[src/rtl/adc_cal_seq_pkg.sv]
// Shared definitions for the ADC calibration sequencer: state encoding, counter
// width, parameter defaults and the state-to-output decode.
package adc_cal_seq_pkg;

    localparam int CNT_W        = 12;
    localparam int RST_LEN_DEF  = 8;
    localparam int CAL_LEN_DEF  = 4;
    localparam int BUSY_TMO_DEF = 4095;

    typedef logic [2:0] state_t;

    localparam state_t S_IDLE      = 3'd0;
    localparam state_t S_ADC_RST   = 3'd1;
    localparam state_t S_CAL_PULSE = 3'd2;
    localparam state_t S_WAIT_RISE = 3'd3;
    localparam state_t S_WAIT_FALL = 3'd4;
    localparam state_t S_FLUSH     = 3'd5;

    typedef struct packed {
        logic [1:0] adc_rst_b;
        logic [1:0] adc_cal;
        logic       dtu_rst_b;
        logic       dtu_flush;
        logic       seq_busy;
        logic       seq_done;
    } seq_out_t;

    localparam seq_out_t OUT_IDLE = '{
        adc_rst_b: 2'b11, adc_cal: 2'b00, dtu_rst_b: 1'b1,
        dtu_flush: 1'b0, seq_busy: 1'b0, seq_done: 1'b0
    };

    // Outputs a state presents; the caller feeds it the next state so the
    // registered outputs line up with the cycle the state is occupied.
    function automatic seq_out_t decode_outputs(input state_t st, input logic [1:0] mask);
        seq_out_t o;
        o = OUT_IDLE;
        o.seq_busy = (st != S_IDLE);
        case (st)
            S_ADC_RST: begin
                o.adc_rst_b = ~mask;
                o.dtu_rst_b = 1'b0;
            end
            S_CAL_PULSE: begin
                o.adc_cal   = mask;
                o.dtu_rst_b = 1'b0;
            end
            S_WAIT_RISE, S_WAIT_FALL: o.dtu_rst_b = 1'b0;
            S_FLUSH: begin
                o.dtu_flush = 1'b1;
                o.seq_done  = 1'b1;
            end
            default: ;
        endcase
        return o;
    endfunction

endpackage

[src/rtl/adc_cal_sequencer.sv]
// ADC reset / calibration sequencer with registered outputs.
// Define CAL_TIMEOUT_EN to bound the busy-wait states by BUSY_TMO cycles.
module adc_cal_sequencer
    import adc_cal_seq_pkg::*;
#(
    parameter int RST_LEN  = RST_LEN_DEF,
    parameter int CAL_LEN  = CAL_LEN_DEF,
    parameter int BUSY_TMO = BUSY_TMO_DEF
) (
    input  logic       clock,
    input  logic       rst,
    input  logic       start,
    input  logic [1:0] gain_mask,
    input  logic [1:0] adc_cal_busy,
    output logic [1:0] adc_rst_b,
    output logic [1:0] adc_cal,
    output logic       dtu_rst_b,
    output logic       dtu_flush,
    output logic       seq_busy,
    output logic       seq_done,
    output logic       tmo_err
);

    localparam logic [CNT_W-1:0] RST_LAST = CNT_W'(RST_LEN - 1);
    localparam logic [CNT_W-1:0] CAL_LAST = CNT_W'(CAL_LEN - 1);
    localparam logic [CNT_W-1:0] TMO_LAST = CNT_W'(BUSY_TMO - 1);

    state_t           state_q, state_d;
    logic [CNT_W-1:0] cnt_q, cnt_d;
    logic [1:0]       mask_q, mask_d;
    logic             tmo_err_q, tmo_err_d;
    seq_out_t         out_q, out_d;

    logic busy_hit;
    logic waiting;
    logic tmo_hit;

    assign busy_hit = |(adc_cal_busy & mask_q);
    assign waiting  = (state_q == S_WAIT_RISE) || (state_q == S_WAIT_FALL);
    assign tmo_hit  = (cnt_q == TMO_LAST);

    // NOTE: every always_comb target gets a default first so no path can infer a latch.
    always_comb begin
        state_d   = state_q;
        mask_d    = mask_q;
        tmo_err_d = tmo_err_q;

        case (state_q)
            S_IDLE: begin
                if (start && (gain_mask != 2'b00)) begin
                    state_d   = S_ADC_RST;
                    mask_d    = gain_mask;
                    tmo_err_d = 1'b0;
                end
            end
            S_ADC_RST:   if (cnt_q == RST_LAST) state_d = S_CAL_PULSE;
            S_CAL_PULSE: if (cnt_q == CAL_LAST) state_d = S_WAIT_RISE;
            S_WAIT_RISE: begin
                if (busy_hit) begin
                    state_d = S_WAIT_FALL;
                end
`ifdef CAL_TIMEOUT_EN
                else if (tmo_hit) begin
                    state_d   = S_FLUSH;
                    tmo_err_d = 1'b1;
                end
`endif
            end
            S_WAIT_FALL: begin
                if (!busy_hit) begin
                    state_d = S_FLUSH;
                end
`ifdef CAL_TIMEOUT_EN
                else if (tmo_hit) begin
                    state_d   = S_FLUSH;
                    tmo_err_d = 1'b1;
                end
`endif
            end
            default: state_d = S_IDLE;
        endcase

        // Counter restarts on every state entry and saturates in the wait
        // states so an unbounded wait cannot wrap it.
        if ((state_d != state_q) || (state_q == S_IDLE)) begin
            cnt_d = '0;
        end else if (waiting && tmo_hit) begin
            cnt_d = cnt_q;
        end else begin
            cnt_d = cnt_q + 1'b1;
        end

        out_d = decode_outputs(state_d, mask_d);
    end

    // NOTE: sequential state uses non-blocking assignments so all flops update together.
    always_ff @(posedge clock or posedge rst) begin
        if (rst) begin
            state_q   <= S_IDLE;
            cnt_q     <= '0;
            mask_q    <= 2'b00;
            tmo_err_q <= 1'b0;
            out_q     <= OUT_IDLE;
        end else begin
            state_q   <= state_d;
            cnt_q     <= cnt_d;
            mask_q    <= mask_d;
            tmo_err_q <= tmo_err_d;
            out_q     <= out_d;
        end
    end

    assign adc_rst_b = out_q.adc_rst_b;
    assign adc_cal   = out_q.adc_cal;
    assign dtu_rst_b = out_q.dtu_rst_b;
    assign dtu_flush = out_q.dtu_flush;
    assign seq_busy  = out_q.seq_busy;
    assign seq_done  = out_q.seq_done;
`ifdef CAL_TIMEOUT_EN
    assign tmo_err   = tmo_err_q;
`else
    assign tmo_err   = 1'b0;
`endif

endmodule
[config.mk]
export PLATFORM = sky130hd
export DESIGN_NAME = adc_cal_sequencer
export DESIGN_NICKNAME = d
export VERILOG_FILES = /design/src/rtl/adc_cal_seq_pkg.sv /design/src/rtl/adc_cal_sequencer.sv
export SDC_FILE = /design/constraint.sdc
export NUM_CORES = 1
export LEC_CHECK = 0
export CAP_MARGIN = 0
export CORE_ASPECT_RATIO = 0.9
export CORE_MARGIN = 1
export CORE_UTILIZATION = 55
export CTS_CLUSTER_DIAMETER = 30
export DETAILED_ROUTE_END_ITERATION = 10
export DONT_BUFFER_PORTS = 1
export GPL_ROUTABILITY_DRIVEN = 0
export HOLD_SLACK_MARGIN = 0.05
export PLACE_DENSITY = 0.7
export SLEW_MARGIN = 20
export SYNTH_ARGS = -nofsm -noshare
export SYNTH_HDL_FRONTEND = slang
export SYNTH_SLANG_ARGS = --single-unit
[constraint.sdc]
create_clock -name clock -period 3.05 [get_ports clock]
set_input_delay 0.61 -clock clock [delete_from_list [all_inputs] [get_ports clock]]
set_output_delay 0.61 -clock clock [all_outputs]
set_load 0.01 [all_outputs]
==> flow_summary.toml, run 1 <==
[sta]
fin_setup_tns_ns = 0
slew_viol_final = 0
setup_viol = 0
tightest_slew_ns = 1.03
hold_viol_final = 0
max-slew-margin-rel_pct = 31.1
finalClockSkew_ns = 0.00356
finalCritPeriodShare_pct = 77.3
finalCriticalPeriod_ns = 2.36
fmax_mhz = 424
rsz0062_at_grt = "no"

[synth]
yosys-top-cells-area = "dfrtp_1 (39%), dfstp_2 (5.9%), a21oi_1 (3.7%)"
synth.yosys.seq_area_share_pct = 45.1
synth_common_cells = "dfrtp_1 (21), nand2_1 (13), a21oi_1 (10), nor3_1 (8), nor2_1 (7)"
synth_edf_count = 0
syn_area_per_cell_um2 = 9.78
synth_area_leader_cell = "dfrtp_1"
ys_ff_latch = 24
yosysTopAreaCellShare_pct = 39.2
synth_cell_types = 47
async_reset_ff_share_pct = 100
yosys_warnings = 0
synth.most_common_cell = "dfrtp_1"
syn_nets = 146
synth_cells = 137
synth_area_um2 = 1340
synthFlopType = "dfrtp_1"

[detailed_routing]
drc = 0
viasPerCell = 6.47
via_count = 1035
wirelength_um = 2450
wl_per_cell_um = 15.3
ant_nets = 0
drt_iter0_markers = 31
drtPass1Iterations = 5

[layout]
final_nets = 143
n_antenna_cell = 0
stdcell_area_um2 = 1350
seq_area_um2 = 604
layout-drive-gt1-share_pct = 12.0
nFillCells = 193
multi_input_area_um2 = 663
syn_to_final_growth_pct = 0.467

[placement]
portBuffers = 0
placed_area_um2 = 1320
dpl.hpwl_um = 1770

[clock_network]
cts_num_sinks = 24
holdBufCountCts = 0
insertion_delay_ns = 0.31
cts_buffers = 3
clockBufferDepth = 2
cts_root_buf = "clkbuf_4"
cts_tree = "built"
cts_resized = 0
post-cts-setup-buffers = 0
clk_pin_slew_ns = 0.12
h-tree-depth = 1

[setup_path]
required_ns = 3.21
crit_buf_inv = 0
cp_top_family = "compound AO/OA/AOI/OAI gates"
worst-setup-path-type = "register to register"
critPathLaunchType = "register"
critPathMaxStageDelay_ns = 0.59
endpoint_kind = "register"
arrival_ns = 2.52
critPathMaxFanout = 12
cp_slowest_cell = "o21ai_1"
crit_chain = "ha_1 -> nor4b_1 -> o2111ai_1 -> o21ai_1 -> nor3_1"

[floorplan]
die_x_um = 54.0
die_h_um = 48.8
die_area_um2 = 2640
start_util_pct = 59.8
rows = 16
coreArea_um2 = 2240
io_pins = 16

[global_route]
grt_util_all_layers_pct = 22.1
antenna_found_initial = 0
first_global_vias = 882
grt_pass1_wl_um = 4260
grt_start_max_net_pins = 25
overflow = 0

[power]
leakage_nw = 0.532
p_per_area_nw_per_um2 = 734
ir_drop_mv = 0.544

[status]
outcome = "finished, final reports clean"

[hold_path]
hp-class = "input pin to asynchronous set/reset pin"

[run]
maxCapViolations = 0
## cells by family (layout without fill, tap and decap cells)
kind of cell | count (synthesis) | in the layout | synth area share [%]
simple gates | 62 | 62 | 26.8
compound gates | 33 | 33 | 19.2
flops | 24 | 24 | 45.1
buf+inv | 13 | 9 | 5.42
fa+ha+maj | 2 | 2 | 1.87
xor+xnor | 2 | 2 | 1.31
other cells | 1 | 1 | 0.280
## cells in the final DEF (no fill, tap or decap), types with 2 or more instances in the layout
master / count
dfrtp_1: 21
nand2_1: 13
a21oi_1: 10
nor3_1: 8
nor2_1: 7
nand3_1: 6
and3_1: 5
inv_1: 5
a31oi_1: 3
a22o_1: 3
a211oi_2: 3
dfstp_2: 3
clkbuf_4: 3
and2_1: 2
or3b_1: 2
nor4b_1: 2
nor4_1: 2
o21ai_1: 2
a211oi_1: 2
a41oi_1: 2
nand2b_1: 2
nor3b_1: 2
ha_1: 2
## worst paths after layout
| path | startpoint | end | slack [ns] | cells past startpoint |
|---|---|---|---|---|
| max reg2reg | cnt_q[1] | cnt_q[0] | 0.69 | 5 |
| max in group asynchronous | rst | cnt_q[8] | 2.13 | 1 |
| min in group clock | gain_mask[0] | seq_busy | 0.49 | 2 |
| max | cnt_q[1] | cnt_q[0] | 0.69 | 5 |
| min reg2reg | cnt_q[11] | cnt_q[11] | 0.54 | 1 |
| min | rst | seq_busy | 0.37 | 1 |
## area by class of cell
cell class | instances | share of cell area [%]
Inverter | 5 | 1.39
Clock buffer | 4 | 1.95
Sequential cell | 24 | 44.9
Multi-Input combinational cell | 100 | 49.3
Tap cell | 27 | 2.51
## report_power, final
group	total (mW)	switching, mW	internal, mW	leakage, nW
sequential	0.518	0.108	0.410	0.309
clock	0.142	0.0909	0.0512	0.0150
combinational	0.328	0.190	0.138	0.207
## layer usage
layer | track usage (%) | wire (µm) | part of all wire (%) | up-vias
met5 | 0 | 0 | 0 | -
met4 | 4.70 | 11 | 0.45 | 0
met3 | 6.54 | 134 | 5.5 | 3
met2 | 31.1 | 1080 | 44 | 32
met1 | 33.5 | 1220 | 50 | 500
li1 | - | - | - | 500
## state kept, by name (all words and copies together), names as in the netlist
signal	cells
mask_q	2
state_q	3
seq_busy	1
dtu_rst_b	1
adc_cal	2
adc_rst_b	2
seq_done	1
cnt_q	12
## worst reg2reg max path: cells and delay by family (launching register included)
family / cells / cell delay (ns)
AOI/OAI and AO/OA: 2 / 0.79
adders and majority gates: 1 / 0.28
DFF: 1 / 0.49
and+or+nand+nor: 2 / 0.65
## stage by stage
stage          instances  power, mW  hold WS, ns  worst slack, ns  utilization, %
4_1_cts              160      0.995        0.377            0.725            60.0
3_3_place_gp         156      0.841        0.518            0.888            58.9
2_1_floorplan        137      0.803        0.472             1.29               -
3_5_place_dp         156      0.850        0.516            0.756            58.9
6_report             160      0.988        0.366            0.694            60.0
5_1_grt              160       1.07        0.423            0.436            60.0
(Power assumes the default switching activity.)
==> run 2: changes to the inputs <==
--- a/config.mk
+++ b/config.mk
@@ -14,7 +14,7 @@
 export DONT_BUFFER_PORTS = 1
 export GPL_ROUTABILITY_DRIVEN = 0
 export HOLD_SLACK_MARGIN = 0.05
-export PLACE_DENSITY = 0.7
+export PLACE_DENSITY = 0.73
 export SLEW_MARGIN = 20
 export SYNTH_ARGS = -nofsm -noshare
 export SYNTH_HDL_FRONTEND = slang
==> constraint.sdc (replaced) <==
create_clock -name clock -period 2 [get_ports clock]
set_input_delay 0.4 -clock clock [delete_from_list [all_inputs] [get_ports clock]]
set_output_delay 0.4 -clock clock [all_outputs]
set_load 0.01 [all_outputs]
==> run 2 against run 1 <==
Effect of this change: final cell count increased by 5.6%; sequential share of layout area decreased by 2.5 points; worst hold slack got worse by 0.087 ns; clock power increased by 76%; critical path type unchanged; sequential power increased by 42%.
==> flow_summary.toml, run 2 (synthesized netlist as in run 1, its figures left out) <==
[floorplan]
coreArea_um2 = 2240
die_area_um2 = 2640
rows = 16
start_util_pct = 59.8
io_pins = 16
die_h_um = 48.8
die_x_um = 54.0

[sta]
setup_ws_ns = 0.163
finalCritPeriodShare_pct = 91.8
fmax_mhz = 544
setup_viol = 0
finalClockSkew_ns = 0.00692
finalCriticalPeriod_ns = 1.84
rsz0062_at_grt = "no"
slew_viol_final = 0
hold_viol_final = 0
fin_setup_tns_ns = 0

[global_route]
grt_util_all_layers_pct = 22.7
antenna_found_initial = 0
grt_pass1_wl_um = 4430
grt_start_max_net_pins = 25
first_global_vias = 1017
overflow = 0

[layout]
layout_commonest_cell = "dfrtp_1"
multi_input_area_um2 = 663
largest_register = "cnt_q"
seq_area_um2 = 604
syn_to_final_growth_pct = 6.44
final_cell_mix = "dfrtp_1 (21), nand2_1 (13), a21oi_1 (10)"
layout-drive-gt1-share_pct = 17.6
nFillCells = 178
reg_top3 = "cnt_q: 12 flops, state_q: 3 flops"
n_antenna_cell = 0
final_nets = 152
layout.cells.non_filler = 169
largest_register_ffs = 12
final_util_pct = 63.6

[detailed_routing]
drc = 0
drtPass1Iterations = 4
wl_per_cell_um = 14.7
via_count = 1034
viasPerCell = 6.12
wirelength_um = 2480
ant_nets = 0
drt_iter0_markers = 26

[setup_path]
endpoint_kind = "register"
required_ns = 2.24
arrival_ns = 2.07
r2r_slack_ns = 0.16
worst-setup-path-type = "register to register"
critPathLaunchType = "register"
reg2reg_from = "state_q[2]"
critPathMaxFanout = 8
reg2reg_depth = 4
regToRegEndpoint = "cnt_q[1]"

[clock_network]
cts_num_sinks = 24
cts_buffers = 3
insertion_delay_ns = 0.31
cts_tree = "built"
cts_resized = 0
cts_root_buf = "clkbuf_4"
h-tree-depth = 1
clockBufferDepth = 2
clk_pin_slew_ns = 0.13

[power]
leakage_nw = 0.582
clkPwrFrac_pct = 15.3
ir_drop_mv = 0.869
p_int_mw = 1.02
p_per_area_nw_per_um2 = 1140
switchingPower_mw = 0.612
swShare_pct = 37.5
seqPwrFrac_pct = 45.2
comb_power_share_pct = 39.5
power_mw = 1.63

[hold_path]
whs_path_depth = 2
holdCritStartpoint = "gain_mask[0]"
hp-class = "input pin to register"
whs_endpoint = "seq_busy"

[placement]
portBuffers = 0
dp_cells = 164
dpl.hpwl_um = 1860
place_ws_ns = 0.206

[status]
outcome = "finished, final reports clean"

[run]
maxCapViolations = 0
-- run 2: how the worst max path moves through the flow --
stage                           from  cells after the start        end  slack (ns)
final                     state_q[2]                      4   cnt_q[1]        0.16
after CTS                 state_q[2]                      4   cnt_q[1]        0.17
after global routing      state_q[2]                      4   cnt_q[1]        0.07
after floorplan             cnt_q[1]                      6  cnt_q[10]        0.24
after global placement    state_q[2]                      4   cnt_q[1]        0.21
after detailed placement  state_q[2]                      4   cnt_q[1]        0.21
-- run 2: stage by stage --
stage	hold slack [ns]	instance area [µm²]
5_1_grt	0.253	1430
6_report	0.279	1430
4_1_cts	0.265	1430
2_1_floorplan	0.412	1340
3_3_place_gp	0.351	1380
3_5_place_dp	0.353	1380
-- run 2: worst max-delay path: stages, from the launching register on --
cell,delay (ns)
dfrtp_1,0.43
or3b_1,0.52
a211oi_4,0.40
nand2_2,0.17
a211oi_2,0.23
-- run 2: power groups by stage --
| stage | Sequential [mW] | Combinational [mW] | Clock, mW |
|---|---|---|---|
| after CTS | 0.737 | 0.645 | 0.262 |
| after global routing | 0.751 | 0.726 | 0.285 |
| after global placement | 0.741 | 0.628 | 0 |
| after floorplan | 0.719 | 0.507 | 0 |
| after detailed placement | 0.746 | 0.640 | 0 |
| final | 0.737 | 0.643 | 0.250 |
-- run 2: layer usage --
| metal | up-vias | global-route usage [%] | part of all wire [%] |
|---|---|---|---|
| li1 | 510 | - | - |
| met1 | 494 | 33.3 | 51 |
| met2 | 30 | 33.7 | 45 |
| met3 | 0 | 6.23 | 4.6 |
| met4 | 0 | 3.85 | 0 |
| met5 | - | 0 | 0 |
-- run 2: final cells by class --
type / instances / share of cell area, %
multi-input combinational: 100 / 46.5
tap: 27 / 2.37
clock buffer: 4 / 2.54
sequential: 24 / 42.4
timing repair buffer: 9 / 4.91
inverter: 5 / 1.32
-- run 2: timing repair --
item	4_1_cts	5_1_grt
hold buffers	1	0
hold endpoints to repair	21	0
buffers inserted	0	0
